`config.mk`:
```
export PLATFORM = sky130hd
export DESIGN_NAME = lc3_exec_in_stage
export DESIGN_NICKNAME = d
export VERILOG_FILES = /design/src/rtl/lc3_exec_in_stage.sv
export SDC_FILE = /design/constraint.sdc
export NUM_CORES = 1
export LEC_CHECK = 0
export CAP_MARGIN = 20
export CORE_MARGIN = 2
export CORE_UTILIZATION = 35
export DETAILED_ROUTE_END_ITERATION = 6
export GPL_TIMING_DRIVEN = 0
export PLACE_DENSITY = 0.66
export SETUP_SLACK_MARGIN = 0.4
export SLEW_MARGIN = 25
export SYNTH_ARGS = -nofsm -noshare
export SYNTH_HDL_FRONTEND = slang
export SYNTH_SLANG_ARGS = --single-unit
```
`constraint.sdc`:
```
create_clock -name clock -period 2.4 [get_ports clock]
set_input_delay 0.48 -clock clock [delete_from_list [all_inputs] [get_ports clock]]
set_output_delay 0.48 -clock clock [all_outputs]
set_load 0.05 [all_outputs]
```
`src/rtl/lc3_exec_in_stage.sv`:
```
// -----------------------------------------------------------------------------
// lc3_exec_in_stage
//
// Input stage for the LC3 execute unit. Accepts the decode-side execute bundle
// over a valid/ready handshake, resolves both source operands from NUM_BYP
// bypass sources at the moment of capture, and buffers up to DEPTH bundles in a
// circular buffer that is presented to the execute datapath in order.
//
// Parameters
//   DATA_W   datapath width of IR, npc, operands and bypass values
//   NUM_BYP  number of bypass sources (0 = ALU, 1 = MEM by convention), >= 1
//   DEPTH    buffer entries, >= 2
//
// Ports
//   clock, reset            rising-edge clock, asynchronous active-low reset
//   flush                   synchronous discard of all buffered entries
//   in_valid / in_ready     upstream handshake (in_ready = count < DEPTH)
//   E_Control, IR, npc_in,
//   VSR1, VSR2,
//   W_Control_in,
//   Mem_Control_in          decode-side bundle fields
//   byp_sel1, byp_sel2      one-hot bypass selects (0 = use VSR1/VSR2)
//   byp_val                 packed bypass values, source i at [i*DATA_W +: DATA_W]
//   out_valid / out_ready   downstream handshake for the head entry
//   *_out, op1, op2         head entry fields and resolved operands
//   count                   occupancy
//   stall_cnt               saturating count of backpressured cycles
// -----------------------------------------------------------------------------
module lc3_exec_in_stage #(
    parameter int DATA_W  = 16,
    parameter int NUM_BYP = 2,
    parameter int DEPTH   = 2
) (
    input  logic                          clock,
    input  logic                          reset,
    input  logic                          flush,
    input  logic                          in_valid,
    output logic                          in_ready,
    input  logic [5:0]                    E_Control,
    input  logic [DATA_W-1:0]             IR,
    input  logic [DATA_W-1:0]             npc_in,
    input  logic [DATA_W-1:0]             VSR1,
    input  logic [DATA_W-1:0]             VSR2,
    input  logic [1:0]                    W_Control_in,
    input  logic                          Mem_Control_in,
    input  logic [NUM_BYP-1:0]            byp_sel1,
    input  logic [NUM_BYP-1:0]            byp_sel2,
    input  logic [NUM_BYP*DATA_W-1:0]     byp_val,
    output logic                          out_valid,
    input  logic                          out_ready,
    output logic [5:0]                    E_Control_out,
    output logic [DATA_W-1:0]             IR_out,
    output logic [DATA_W-1:0]             npc_out,
    output logic [1:0]                    W_Control_out,
    output logic                          Mem_Control_out,
    output logic [DATA_W-1:0]             op1,
    output logic [DATA_W-1:0]             op2,
    output logic [$clog2(DEPTH+1)-1:0]    count,
    output logic [15:0]                   stall_cnt
);

    localparam int PTR_W = $clog2(DEPTH);
    localparam int CNT_W = $clog2(DEPTH+1);

    // Lowest set select bit wins; an all-zero select falls back to the
    // register-file value.
    function automatic logic [DATA_W-1:0] resolve_operand(
        input logic [NUM_BYP-1:0]        sel,
        input logic [NUM_BYP*DATA_W-1:0] vals,
        input logic [DATA_W-1:0]         vsr
    );
        logic [DATA_W-1:0] res;
        res = vsr;
        for (int i = NUM_BYP - 1; i >= 0; i--) begin
            if (sel[i]) res = vals[i*DATA_W +: DATA_W];
        end
        return res;
    endfunction

    function automatic logic [PTR_W-1:0] ptr_inc(input logic [PTR_W-1:0] p);
        return (p == PTR_W'(DEPTH - 1)) ? '0 : p + PTR_W'(1);
    endfunction

    logic [5:0]        r_ectl [DEPTH];
    logic [DATA_W-1:0] r_ir   [DEPTH];
    logic [DATA_W-1:0] r_npc  [DEPTH];
    logic [1:0]        r_wctl [DEPTH];
    logic              r_mctl [DEPTH];
    logic [DATA_W-1:0] r_op1  [DEPTH];
    logic [DATA_W-1:0] r_op2  [DEPTH];

    logic [PTR_W-1:0]  r_wr_ptr;
    logic [PTR_W-1:0]  r_rd_ptr;
    logic [CNT_W-1:0]  r_count;
    logic [15:0]       r_stall_cnt;

    logic              w_push;
    logic              w_pop;
    logic [DATA_W-1:0] w_op1;
    logic [DATA_W-1:0] w_op2;

    // Handshake status comes from the registered count only, so in_ready never
    // depends combinationally on out_ready.
    assign in_ready  = (r_count < CNT_W'(DEPTH));
    assign out_valid = (r_count != '0);

    // A handshake in a flush cycle is discarded.
    assign w_push = in_valid && in_ready && !flush;
    assign w_pop  = out_valid && out_ready && !flush;

    assign w_op1 = resolve_operand(byp_sel1, byp_val, VSR1);
    assign w_op2 = resolve_operand(byp_sel2, byp_val, VSR2);

    // Pointer and occupancy control
    always_ff @(posedge clock or negedge reset) begin
        if (!reset) begin
            r_wr_ptr <= '0;
            r_rd_ptr <= '0;
            r_count  <= '0;
        end else if (flush) begin
            r_wr_ptr <= '0;
            r_rd_ptr <= '0;
            r_count  <= '0;
        end else begin
            if (w_push) r_wr_ptr <= ptr_inc(r_wr_ptr);
            if (w_pop)  r_rd_ptr <= ptr_inc(r_rd_ptr);
            case ({w_push, w_pop})
                2'b10:   r_count <= r_count + CNT_W'(1);
                2'b01:   r_count <= r_count - CNT_W'(1);
                default: r_count <= r_count;
            endcase
        end
    end

    // Backpressure accounting: saturates, unaffected by flush.
    always_ff @(posedge clock or negedge reset) begin
        if (!reset) begin
            r_stall_cnt <= '0;
        end else if (out_valid && !out_ready && (r_stall_cnt != 16'hFFFF)) begin
            r_stall_cnt <= r_stall_cnt + 16'd1;
        end
    end

    // Entry storage; cleared on reset so the head outputs read zero.
    always_ff @(posedge clock or negedge reset) begin
        if (!reset) begin
            for (int i = 0; i < DEPTH; i++) begin
                r_ectl[i] <= '0;
                r_ir[i]   <= '0;
                r_npc[i]  <= '0;
                r_wctl[i] <= '0;
                r_mctl[i] <= 1'b0;
                r_op1[i]  <= '0;
                r_op2[i]  <= '0;
            end
        end else if (w_push) begin
            r_ectl[r_wr_ptr] <= E_Control;
            r_ir[r_wr_ptr]   <= IR;
            r_npc[r_wr_ptr]  <= npc_in;
            r_wctl[r_wr_ptr] <= W_Control_in;
            r_mctl[r_wr_ptr] <= Mem_Control_in;
            r_op1[r_wr_ptr]  <= w_op1;
            r_op2[r_wr_ptr]  <= w_op2;
        end
    end

    // Head entry drives the outputs; when empty it simply holds stale data.
    assign E_Control_out   = r_ectl[r_rd_ptr];
    assign IR_out          = r_ir[r_rd_ptr];
    assign npc_out         = r_npc[r_rd_ptr];
    assign W_Control_out   = r_wctl[r_rd_ptr];
    assign Mem_Control_out = r_mctl[r_rd_ptr];
    assign op1             = r_op1[r_rd_ptr];
    assign op2             = r_op2[r_rd_ptr];
    assign count           = r_count;
    assign stall_cnt       = r_stall_cnt;

endmodule

```
==> out/results.tsv <==
stage	metric	value	unit
placed_design	Cell Area, Placed	10200	um^2
routing	final WL	22900	um
min_path	hold endpoint	count[1]	
logic_synthesis	ys flop type	dfrtp_1	
power_and_ir_drop	Clk pwr share	26.5	%
global_route	vias in the first global route	6353	
routing	WL/cell	19.1	um
logic_synthesis	Yosys Warn Count	0	
power_and_ir_drop	Net Sw Power	3.96	mW
sta	fin crit period	2.22	ns
power_and_ir_drop	Logic pwr share	38.8	%
final_layout	commonest non-fill, non-tap cells in the layout	dfrtp_1, clkdlybuf4s50_1, mux2_2, o21ai_0, nand2_1	
final_layout	fin cells	1198	
placed_design	I/O Buffers	204	
sta	Final Setup Violations	0	
logic_synthesis	Mapped Cells	667	
sta	Final Hold Vio Count	0	
floorplan	Initial Util	35.7	%
clock_tree	CTS buffer count	17	
routing	routed vias/inst	5.06	
final_layout	n_diodes	0	
power_and_ir_drop	internal cell power	7.31	mW
power_and_ir_drop	Sw Share	35.1	%
worst_setup_path	reg-to-reg critical path endpoint	r_npc[8]	
min_path	Hold Crit Depth	2	
logic_synthesis	Synthesized Nets	782	
logic_synthesis	top post-synthesis cells by area	dfrtp_1, mux2_2, o21ai_0, mux2i_1, nand2_1	
routing	detailed-route DRC error count	0	
routing	Routed Antenna Nets	0	
worst_setup_path	crit end category	output pin	
power_and_ir_drop	Reg power frac	34.7	%
worst_setup_path	R2R Setup Slk	0.47	ns
routing	via count	6058	
sta	Max Slew Vio Count	0	
global_route	met2 usage	31.6	%
worst_setup_path	arrival time worst endpoint	1.74	ns
worst_setup_path	Startpoint Class	flip-flop	
floorplan	die area	23500	um^2
job	MaxCap Viol Count	0	
global_route	met1 usage	25.0	%
floorplan	# rows	54	
global_route	M3 GR Usage	5.78	%
worst_setup_path	Worst R2R Start	count[1]	
power_and_ir_drop	Max VDD drop	0.528	mV
final_layout	Syn-to-layout area delta	50.7	%
final_layout	post-route cell area	11800	um^2
placed_design	Cells after DPL	1153	
final_layout	nets	1020	
sta	Rel. slew slack	57.3	%
logic_synthesis	#FFs+latches synth	166	
clock_tree	Root Buffer	clkbuf_16	
routing	initial DRC count	271	
worst_setup_path	WP data required	1.92	ns
global_route	largest net degree at the start of global routing	77	
worst_setup_path	Crit Path Max Fanout	6	
placed_design	pre-CTS WS	-0.831	ns
floorplan	I/O Pins	207	
sta	unrepaired setup endpoints after global routing	yes	
power_and_ir_drop	Leakage Power	5.34	nW
sta	PnR worst setup slack	0.182	ns
final_layout	commonest non-fill, non-tap cell in the layout	dfrtp_1	
logic_synthesis	Mapped Area	7790	um^2
floorplan	Die Ht	153	um
sta	Worst Tran Pin Value	0.640	ns
logic_synthesis	Post-synth ARST share	100	%
placed_design	post-DP HPWL	16100	um
run_status	status	complete, no violations	
clock_tree	CTS tree	yes	
power_and_ir_drop	power density over the cells	959	nW/um^2
min_path	hold_sp	flush	
logic_synthesis	Syn Area/Cell	11.7	um^2
clock_tree	clk slew on worst S/H paths	0.07	ns
sta	crit share post-route	92.4	%
logic_synthesis	synth unique cells	31	
clock_tree	Sink Count	166	
min_path	worst hold path class	in2reg	
logic_synthesis	sequential element share of the synthesized area	53.3	%
clock_tree	Bufs on Longest Clock Path	2	
logic_synthesis	EDFF count, synth	0	
routing	Initial DRT Pass Iterations	4	
worst_setup_path	worst-case reg-to-reg path depth	6	
global_route	all-layer global routing usage	19.4	%
global_route	initial antenna violation count	0	
final_layout	share of cells above drive strength 1	34.6	%
global_route	Top Usage Layer GRT	met2	
clock_tree	# H-tree levels	4	
floorplan	Core Box Area	21800	um^2
logic_synthesis	Yosys top cell area share	53.3	%
floorplan	DIE WIDTH	153	um
final_layout	Post-Route Utilization	53.8	%
sta	clk_skew	0.00720	ns
global_route	total congestion overflow	0	
global_route	first-pass GRT wire length	35600	um
clock_tree	Clock Latency Late Sink	0.42	ns
placed_design	routability cong.	0.836	
sta	Peak Freq	451	MHz
logic_synthesis	leading area contributor after synthesis	dfrtp_1	
worst_setup_path	Setup CP Type	reg2out	
## stage by stage
step | hold WS, ns | setup TNS (ns) | power, mW
2_1_floorplan | 0.184 | 0 | 6.39
3_3_place_gp | 0.457 | -1079.52 | 7.63
3_5_place_dp | 0.379 | -50.34 | 7.69
4_1_cts | 0.481 | 0 | 11.0
5_1_grt | 0.393 | 0 | 11.8
6_report | 0.387 | 0 | 11.3
## routing by layer
layer	up-vias	share of wire [%]
met5	-	0
met2	211	47
met4	0	1.6
li1	2823	-
met3	27	7.6
met1	2997	44
## synth_stat cells (2+ instances only)
cell and instances:
dfrtp_1 166, mux2_2 152, o21ai_0 69, nand2_1 68, nor2_1 43, a21oi_1 35
mux2i_1 32, clkbuf_1 28, buf_2 12, xor2_1 11, mux2_4 6, nand3_1 6
nand4_1 5, nor4_1 5, buf_6 4, inv_1 4, nor3_1 3, nor4b_1 3
nor3b_1 2, xnor2_1 2
## flip-flops by register name, summed over array words and instances, names as in the netlist
signal,count
r_wctl,4
r_op2,32
r_ir,32
count,2
r_npc,32
r_wr_ptr,1
r_rd_ptr,1
r_ectl,12
r_op1,32
r_mctl,2
stall_cnt,16
## power groups by stage
stage / logic (mW) / clock network, mW / registers, mW
4_1_cts: 4.08 / 3.04 / 3.88
3_3_place_gp: 3.73 / 0 / 3.90
6_report: 4.38 / 2.99 / 3.91
3_5_place_dp: 3.77 / 0 / 3.92
2_1_floorplan: 2.43 / 0 / 3.97
5_1_grt: 4.63 / 3.17 / 4.00
## critical path, stage by stage, from the launching register on
cell	delay (ns)
dfrtp_2	0.47
clkbuf_16	0.20
clkbuf_16	0.17
mux2_4	0.32
buf_8	0.15
## area by class of cell
cell class	instances	area, um^2
plain buffers	44	394
clock buffers	17	425
clock inverters	15	215
fillers	1951	10100
inverters	4	15.0
multi-input cells	453	3640
flip-flops and latches	166	4160
well taps	280	350
repair buffers	219	2560
## cell families (layout without fill, tap and decap cells)
| logic type | count (synthesis) | after routing | synth area share (%) |
|---|---|---|---|
| AO/OA/AOI/OAI | 109 | 109 | 7.19 |
| XOR/XNOR | 13 | 13 | 1.46 |
| adder cells (fa/ha/maj) | 1 | 1 | 0.160 |
| buffers and inverters | 48 | 299 | 2.89 |
| AND/OR/NAND/NOR | 140 | 140 | 7.78 |
| flip-flops | 166 | 166 | 53.3 |
| multiplexers | 190 | 190 | 27.2 |
## repair_timing
item                                    4_1_cts  5_1_grt
hold buffers                                  1        0
gates cloned                                  7        1
endpoints found under the hold margin        37        0
resized for setup                           599      110
endpoints found under the setup margin      154      183
buffers inserted                              2        2
pin swaps                                     0        0
## worst max path at each step
stage	from	endpoint	slack [ns]	depth (start not counted)
2_1_floorplan	r_rd_ptr	E_Control_out[0]	0.45	3
3_3_place_gp	reset	count[1]	-6.82	1
3_5_place_dp	r_rd_ptr	op2[11]	-0.83	4
4_1_cts	r_rd_ptr	E_Control_out[1]	0.15	4
5_1_grt	r_rd_ptr	op2[3]	0.13	4
6_report	r_rd_ptr	op2[3]	0.18	4
Power figures use the tool's default switching activity.
